## config.mk

```make
export PLATFORM = sky130hd
export DESIGN_NAME = game_pair_collision_scanner
export DESIGN_NICKNAME = d
export VERILOG_FILES = /design/src/rtl/game_pair_collision_scanner.sv
export SDC_FILE = /design/constraint.sdc
export NUM_CORES = 1
export LEC_CHECK = 0
export CORE_ASPECT_RATIO = 0.75
export CORE_MARGIN = 3
export CORE_UTILIZATION = 56
export DETAILED_ROUTE_END_ITERATION = 8
export PLACE_DENSITY_LB_ADDON = 0.05
export SLEW_MARGIN = 30
export SYNTH_ARGS = -nofsm -noshare
export SYNTH_HDL_FRONTEND = slang
export SYNTH_SLANG_ARGS = --single-unit
```

## constraint.sdc

```tcl
create_clock -name clk -period 12.85 [get_ports clk]
set_input_delay 1.285 -clock clk [delete_from_list [all_inputs] [get_ports clk]]
set_output_delay 1.285 -clock clk [all_outputs]
set_load 0.03 [all_outputs]
```

## src/rtl/game_pair_collision_scanner.sv

```systemverilog
// game_pair_collision_scanner
//   Frame-sequential pairwise collision engine. On start (IDLE only) all target
//   boxes and the alive mask are snapshotted, then one unordered pair (i<j) is
//   evaluated per clock in lexicographic order. Each pair owns an immunity
//   counter that suppresses re-hits for IMMUNITY_FRAMES frames.
// Ports:
//   clk, rst          clock, synchronous active-high reset
//   start             frame trigger, ignored unless idle
//   alive             per-target enable, captured with the snapshot
//   sprite_left/right box x bounds (right exclusive)
//   sprite_top/bottom box y bounds (bottom exclusive)
//   busy              high while scanning and in the done cycle
//   done              one-cycle pulse when collide_x/collide_y are published
//   collide_x/y       per-target reflect flags, held until the next done
//   hit_valid/i/j     one-cycle pulse naming each hit pair
`ifndef N_TARGETS
`define N_TARGETS 4
`endif

module game_pair_collision_scanner #(
  parameter int unsigned N_TARGETS       = `N_TARGETS,
  parameter int unsigned W_X             = $clog2(640),
  parameter int unsigned W_Y             = $clog2(480),
  parameter int unsigned IMMUNITY_FRAMES = 5,
  localparam int unsigned W_IDX          = ($clog2(N_TARGETS) < 1) ? 1 : $clog2(N_TARGETS)
) (
  input  logic                            clk,
  input  logic                            rst,
  input  logic                            start,
  input  logic [N_TARGETS-1:0]            alive,
  input  logic [N_TARGETS-1:0][W_X-1:0]   sprite_left,
  input  logic [N_TARGETS-1:0][W_X-1:0]   sprite_right,
  input  logic [N_TARGETS-1:0][W_Y-1:0]   sprite_top,
  input  logic [N_TARGETS-1:0][W_Y-1:0]   sprite_bottom,
  output logic                            busy,
  output logic                            done,
  output logic [N_TARGETS-1:0]            collide_x,
  output logic [N_TARGETS-1:0]            collide_y,
  output logic                            hit_valid,
  output logic [W_IDX-1:0]                hit_i,
  output logic [W_IDX-1:0]                hit_j
);

  localparam int unsigned P     = N_TARGETS * (N_TARGETS - 1) / 2;
  localparam int unsigned W_K   = (P > 1) ? $clog2(P) : 1;
  localparam int unsigned W_CNT = (IMMUNITY_FRAMES > 0) ? $clog2(IMMUNITY_FRAMES + 1) : 1;
  localparam int unsigned W_M   = (W_X > W_Y) ? W_X : W_Y;

  typedef enum logic [1:0] {S_IDLE, S_SCAN, S_DONE} state_e;

  state_e                          state_q, state_d;
  logic [W_K-1:0]                  k_q, k_d;
  logic [W_IDX-1:0]                i_q, i_d, j_q, j_d;
  logic [W_CNT-1:0]                imm_q [P];
  logic [W_CNT-1:0]                imm_d [P];
  logic [N_TARGETS-1:0]            cxw_q, cxw_d, cyw_q, cyw_d;
  logic [N_TARGETS-1:0]            cx_q, cx_d, cy_q, cy_d;
  logic                            hit_valid_q, hit_valid_d;
  logic [W_IDX-1:0]                hit_i_q, hit_i_d, hit_j_q, hit_j_d;

  // Snapshot registers (no reset needed: contents unused until loaded)
  logic                            shadow_load;
  logic [N_TARGETS-1:0]            alive_q;
  logic [N_TARGETS-1:0][W_X-1:0]   left_q, right_q;
  logic [N_TARGETS-1:0][W_Y-1:0]   top_q, bot_q;

  // Overlap and penetration depth for the current pair
  logic                            overlap;
  logic [W_X-1:0]                  x_lo, x_hi, xd_n;
  logic [W_Y-1:0]                  y_lo, y_hi, yd_n;
  logic [W_M-1:0]                  xd, yd;

  always_comb begin
    overlap = (left_q[i_q] < right_q[j_q]) && (right_q[i_q] > left_q[j_q]) &&
              (top_q[i_q]  < bot_q[j_q])   && (bot_q[i_q]   > top_q[j_q]);
    x_hi = (right_q[i_q] < right_q[j_q]) ? right_q[i_q] : right_q[j_q];
    x_lo = (left_q[i_q]  > left_q[j_q])  ? left_q[i_q]  : left_q[j_q];
    y_hi = (bot_q[i_q]   < bot_q[j_q])   ? bot_q[i_q]   : bot_q[j_q];
    y_lo = (top_q[i_q]   > top_q[j_q])   ? top_q[i_q]   : top_q[j_q];
    xd_n = x_hi - x_lo;
    yd_n = y_hi - y_lo;
    xd   = W_M'(xd_n);
    yd   = W_M'(yd_n);
  end

  always_comb begin
    state_d     = state_q;
    k_d         = k_q;
    i_d         = i_q;
    j_d         = j_q;
    imm_d       = imm_q;
    cxw_d       = cxw_q;
    cyw_d       = cyw_q;
    cx_d        = cx_q;
    cy_d        = cy_q;
    hit_valid_d = 1'b0;
    hit_i_d     = hit_i_q;
    hit_j_d     = hit_j_q;
    shadow_load = 1'b0;

    case (state_q)
      S_IDLE: begin
        if (start) begin
          shadow_load = 1'b1;
          cxw_d       = '0;
          cyw_d       = '0;
          k_d         = '0;
          i_d         = '0;
          j_d         = W_IDX'(1);
          state_d     = S_SCAN;
        end
      end
      S_SCAN: begin
        // Immunity takes priority over the alive mask so dead pairs still age out.
        if (imm_q[k_q] != '0) begin
          imm_d[k_q] = imm_q[k_q] - W_CNT'(1);
        end else if (alive_q[i_q] && alive_q[j_q] && overlap) begin
          imm_d[k_q]  = W_CNT'(IMMUNITY_FRAMES);
          hit_valid_d = 1'b1;
          hit_i_d     = i_q;
          hit_j_d     = j_q;
          // Shallower axis wins; equal depth reflects on both axes.
          if (xd <= yd) begin
            cxw_d[i_q] = 1'b1;
            cxw_d[j_q] = 1'b1;
          end
          if (yd <= xd) begin
            cyw_d[i_q] = 1'b1;
            cyw_d[j_q] = 1'b1;
          end
        end
        if (k_q == W_K'(P - 1)) begin
          // Publish including the last pair's contribution so the result is
          // visible in the DONE cycle.
          cx_d    = cxw_d;
          cy_d    = cyw_d;
          state_d = S_DONE;
        end else begin
          k_d = k_q + W_K'(1);
          if (j_q == W_IDX'(N_TARGETS - 1)) begin
            i_d = i_q + W_IDX'(1);
            j_d = i_q + W_IDX'(2);
          end else begin
            j_d = j_q + W_IDX'(1);
          end
        end
      end
      S_DONE: state_d = S_IDLE;
      default: state_d = S_IDLE;
    endcase
  end

  always_ff @(posedge clk) begin
    if (rst) begin
      state_q     <= S_IDLE;
      k_q         <= '0;
      i_q         <= '0;
      j_q         <= '0;
      cxw_q       <= '0;
      cyw_q       <= '0;
      cx_q        <= '0;
      cy_q        <= '0;
      hit_valid_q <= 1'b0;
      hit_i_q     <= '0;
      hit_j_q     <= '0;
      for (int unsigned p = 0; p < P; p++) imm_q[p] <= '0;
    end else begin
      state_q     <= state_d;
      k_q         <= k_d;
      i_q         <= i_d;
      j_q         <= j_d;
      cxw_q       <= cxw_d;
      cyw_q       <= cyw_d;
      cx_q        <= cx_d;
      cy_q        <= cy_d;
      hit_valid_q <= hit_valid_d;
      hit_i_q     <= hit_i_d;
      hit_j_q     <= hit_j_d;
      imm_q       <= imm_d;
    end
  end

  always_ff @(posedge clk) begin
    if (shadow_load) begin
      alive_q <= alive;
      left_q  <= sprite_left;
      right_q <= sprite_right;
      top_q   <= sprite_top;
      bot_q   <= sprite_bottom;
    end
  end

  assign busy      = (state_q != S_IDLE);
  assign done      = (state_q == S_DONE);
  assign collide_x = cx_q;
  assign collide_y = cy_q;
  assign hit_valid = hit_valid_q;
  assign hit_i     = hit_i_q;
  assign hit_j     = hit_j_q;

endmodule

```

# Word level (Yosys, flattened, before mapping)

Cells that the tools add are included.

Flip-flop bits (word level): 204
Output and inout bits: 15
Logic and storage cells: 157

Add/sub/neg operators: 7
$lt $le $gt $ge: 16
Equal/unequal tests: 8
Muxes and demuxes: 61
Bitwise gates (word level): 10
Reductions and logical operators: 21

Operator list:

| kind                                    | number |
|---|---|
| binary-select mux 10 bit (select 2 bit) | 4 |
| binary-select mux 9 bit (select 2 bit)  | 4 |
| two-way mux 10 bit                      | 6 |
| two-way mux 9 bit                       | 6 |
| two-way mux 18 bit                      | 2 |
| two-way mux 4 bit                       | 7 |
| > comparator 10 bit                     | 2 |
| < comparator 10 bit                     | 2 |
| bitwise mux 18 bit                      | 1 |
| > comparator 9 bit                      | 2 |
| < comparator 9 bit                      | 2 |
| bitwise OR 4 bit                        | 4 |
| one-hot mux 4 bit (2 select lines)      | 2 |
| two-way mux 3 bit                       | 5 |
| two-way mux 2 bit                       | 7 |
| bitwise OR 12 bit                       | 1 |
| one-hot mux 2 bit (2 select lines)      | 3 |
| <= comparator 10 x 9 -> 1 bit           | 1 |
| <= comparator 9 x 10 -> 1 bit           | 1 |
| subtractor 10 bit                       | 1 |
| binary-select mux 3 bit (select 3 bit)  | 1 |
| demux 3 bit (select 3 bit)              | 1 |
| subtractor 9 bit                        | 1 |
| logical AND 1 bit                       | 8 |
| 27 further kinds                        | 49 |

# Longest topological paths before layout

Depth in word-level cells: 10
Mapped depth: 36

# Least setup slack after synthesis

Ideal clock, no wire load.

Kind: input port to flip-flop
Start point: input start
End point: register i_q[0]
Library setup time: 71 ps
Data arrival time: 9,860 ps
Required time: 12,779 ps
Path slack: 2,920 ps
Cell stages on the path: 5
Path buffers: 0
Path through: inv_1 -> nor2_1 -> nor2_1 -> or4_1 -> a21oi_1

Longest elaborated chain between the ends: 2

RTL lines:

| element                       | RTL line | RTL |
|---|---|---|
| start, declared               | 29       | `input logic start,` |
| != test 2 bit (no line)       | -        |  |
| AND reduction 4 bit (no line) | -        |  |
| end signal, assigned          | 170      | `i_q <= i_d;` |
| end, declared                 | 53       | `logic [W_IDX-1:0] i_q, i_d, j_q, j_d;` |

No other way between the ends.
A chain may end at the register's enable or synchronous reset.

# Final worst setup path

Start point: register i_q[0]
End point: register cy_q[3], in the netlist collide_y[3]

Longest elaborated chain between the ends: 9
Elaborated cells on any way between the ends: 40
Those cells by class: add/sub (2); order compare (11); mux (19); bitwise (2); reduce/logical (6)

RTL lines:

| element                                                          | RTL line | RTL |
|---|---|---|
| binary-select mux 10 bit (select 2 bit) (tied with other cells)  | 74, 76   |  |
| two-way mux 10 bit (not written as such) (tied with other cells) | 74, 76   |  |
| < comparator 10 bit (tied with other cells)                      | 76       | `x_hi = (right_q[i_q] < right_q[j_q]) ? right_q[i_q] : right_q[j_q];` |
| two-way mux 10 bit (tied with other cells)                       | 76       |  |
| subtractor 10 bit (tied with other cells)                        | 80       | `xd_n = x_hi - x_lo;` |
| <= comparator 9 x 10 -> 1 bit (tied with other cells)            | 127      | `if (yd <= xd) begin` |
| two-way mux 4 bit or logical AND 1 bit (tied branches)           | 127, 117 |  |
| two-way mux 4 bit (*)                                            | 117      | `end else if (alive_q[i_q] && alive_q[j_q] && overlap) begin` |
| two-way mux 4 bit (*)                                            | 115      | `if (imm_q[k_q] != '0) begin` |
| end signal, assigned                                             | 175      | `cy_q <= cy_d;` |
| end, declared                                                    | 57       | `logic [N_TARGETS-1:0] cx_q, cx_d, cy_q, cy_d;` |

Every way passes the cells marked *; elsewhere a longest branch is shown, timed or not. The select of a mux whose other input is x is not followed.

==> results.sh <==
export IMPL_drc=0
export IMPL_rsz0062_at_grt="no"
export IMPL_htree_num_levels=1
export IMPL_place_congestion=0.926
export IMPL_dpl_cell_area_um2=14100
export IMPL_die_x_um=176
export IMPL_core_area_um2=20700
export IMPL_peakVddDrop_mv=0.138
export IMPL_numCtsBuffers=21
export IMPL_finalHoldViolCount=0
export IMPL_fin_crit_ns=7.66
export IMPL_power_density_nw_per_um2=139
export IMPL_clockBufferDepth=3
export IMPL_setup_viol=0
export IMPL_crit_arrival_ns=8.05
export IMPL_synth_ff_type="edfxtp_1"
export IMPL_ios=174
export IMPL_status="finished clean"
export IMPL_nNetsFinal=1368
export IMPL_place_ws_ns=5.16
export IMPL_slowest_stage="dfxtp_2"
export IMPL_clkTransAtPathRegs_ns=0.06
export IMPL_r2r_start="i_q[0]"
export IMPL_dieHeight_um=133
export IMPL_overflow=0
export IMPL_critical_path_required_ns=13.24
export IMPL_multi_input_area_um2=6100
export IMPL_setup_tns_ns=0
export IMPL_avgSynthCellArea_um2=13.0
export IMPL_finalClockSkew_ns=0.0142
export IMPL_antenna_found_initial=0
export IMPL_power_leakage_nw=5.54
export IMPL_slowest_delay_ns=0.83
export IMPL_seqCellArea_um2=5650
export IMPL_crit_path_end_kind="flop"
export IMPL_worst_pin_slew_ns=0.970
export IMPL_cts_tree="built"
export IMPL_drive_gt1_share_pct=14.8
export IMPL_maxSlewHeadroom_pct=33.7
export IMPL_portBuffers=173
export IMPL_final_max_slew_viol_count=0
export IMPL_maxCapViolations=0
export IMPL_vias=8499
export IMPL_viasPerCell=6.11
export IMPL_routed_wl_um=28800
export IMPL_min_delay_start="cxw_q[1]"
export IMPL_grt_use_total_pct=24.6
export IMPL_max_freq_ghz=0.131
export IMPL_cts_repair_resized=0
export IMPL_nFillCells=1464
export IMPL_holdWs_ns=0.449
export IMPL_grt_max_degree=80
export IMPL_floorplan_rows=45
export IMPL_critPathLaunch="i_q[0]"
export IMPL_fin_util_pct=71.3
export IMPL_synth_edf_count=156
export IMPL_cts_root_buffer="clkbuf_16"
export IMPL_grt_pass1_vias=8271
export IMPL_path_common_cell="o21ai_0"
export IMPL_cts_hold_buf=0
export IMPL_antenna_cells=0
export IMPL_hold_path_class="flop to flop"
export IMPL_ys_warn_count=0
export IMPL_ys_async_sr_fraction_pct=0
export IMPL_areaGrowthSynthToFinish_pct=22.1
export IMPL_worst_r2r_setup_slack_ns=5.19
export IMPL_ant_nets=0
export IMPL_worstSetupPathType="flop to flop"
export IMPL_die_area_um2=23400
export IMPL_drtPass1Iterations=5
export IMPL_insertion_delay_ns=0.50
export IMPL_startpoint_type="flop"
export IMPL_final_area_um2=14800
export IMPL_syn_inst=928
export IMPL_synth_seq_area_share_pct=46.6
export IMPL_post_route_period_util_pct=59.6
export IMPL_first_iter_violations=824
export IMPL_synth_area_um2=12100
export IMPL_start_util_pct=58.4
export IMPL_ys_ff_latch=204
export IMPL_finalWorstSetupSlack_ns=5.19
export IMPL_ys_types=65
export IMPL_post_cts_setup_buffers=0
export IMPL_synth_net_count=1201
export IMPL_grt_first_pass_wirelength_um=45500
export IMPL_wl_per_cell_um=20.7
export IMPL_place_detailed_hpwl_um=21600
export IMPL_cp_max_fo=25
export IMPL_cts_sinks=204
[cell usage after synthesis (all sizes together) (5+ instances only)]
cell type / count / area (um^2)
a21o: 12 / 90.1
a21oi: 46 / 238
a311oi: 7 / 61.3
and3: 7 / 43.8
buf: 17 / 83.8
clkbuf: 20 / 75.1
dfxtp: 48 / 961
edfxtp: 156 / 4680
ha: 112 / 1400
inv: 60 / 225
mux2: 25 / 282
mux2i: 31 / 314
mux4: 77 / 1730
nand2: 31 / 116
nand2b: 11 / 76.3
nand3: 16 / 80.1
nand4: 9 / 56.3
nor2: 50 / 190
nor2b: 16 / 100
nor3: 21 / 105
o21a: 6 / 45.0
o21ai: 47 / 239
o21bai: 5 / 37.5
o31a: 5 / 43.8
or2: 8 / 50.1
or3: 5 / 31.3
xnor2: 11 / 96.3
[path summary, 6_finish.rpt]
kind / to / depth (start not counted)
worst max-delay path: collide_y[3] / 32
worst min-delay path: cxw_q[1] / 2
worst max register to register: collide_y[3] / 32
worst min register to register: cxw_q[1] / 2
[registers in the layout (all words and copies together), names as in the netlist]
signal / flops
i_q: 2
left_q: 40
j_q: 2
alive_q: 4
k_q: 3
bot_q: 36
hit_valid: 1
cxw_q: 4
collide_y: 4
hit_j: 2
cyw_q: 4
top_q: 36
collide_x: 4
state_q: 2
hit_i: 2
right_q: 40
imm_q: 18
[area by class of cell]
| type | instances | share of cell area [%] |
|---|---|---|
| Multi-Input combinational cell | 627 | 41.3 |
| Sequential cell | 204 | 38.2 |
| Timing Repair Buffer | 181 | 12.1 |
| Clock buffer | 27 | 3.78 |
| Tap cell | 282 | 2.39 |
| Inverter | 60 | 1.52 |
| Clock inverter | 10 | 0.677 |
[cells by family after synthesis]
group / Yosys count / synth area share (%)
AO/OA/AOI/OAI: 174 / 9.49
XOR/XNOR: 16 / 1.43
adder cells (fa/ha/maj): 114 / 11.9
buffers and inverters: 97 / 3.17
flip-flops: 204 / 46.6
multiplexers: 133 / 19.2
AND/OR/NAND/NOR: 190 / 8.14
[layer usage]
layer	vias up	track usage [%]	wire length [um]
met4	0	3.91	445
li1	3963	-	-
met3	31	4.30	2350
met1	4135	39.6	13800
met2	370	35.8	12200
met5	-	0	0
[through the flow]
step,power (mW),std cells
2_1_floorplan,1.28,928
3_3_place_gp,1.45,1354
3_5_place_dp,1.46,1354
4_1_cts,2.06,1391
5_1_grt,2.18,1391
6_report,2.06,1391
[power by group]
group,internal [mW],switching [mW]
registers,0.751,0.0186
clock network,0.347,0.245
logic,0.312,0.388
[worst max-delay path: cells and delay by family, from the launching register on]
| family | cells | cell delay, ns |
|---|---|---|
| flip-flops | 1 | 0.83 |
| XOR/XNOR | 1 | 0.41 |
| multiplexers | 2 | 0.72 |
| buffers and inverters | 3 | 0.79 |
| adder cells (fa/ha/maj) | 4 | 1.24 |
| AO/OA/AOI/OAI | 14 | 2.24 |
| AND/OR/NAND/NOR | 8 | 1.30 |
[placed cells by master, fill, tap and decap left out, types with 31 or more instances in the layout]
cell / n
clkdlybuf4s50_1: 173
edfxtp_1: 156
ha_1: 112
mux4_2: 77
inv_1: 60
nor2_1: 48
a21oi_1: 44
dfxtp_1: 44
o21ai_0: 38
nand2_1: 31
Note: power is estimated with default switching activity, not from simulation.
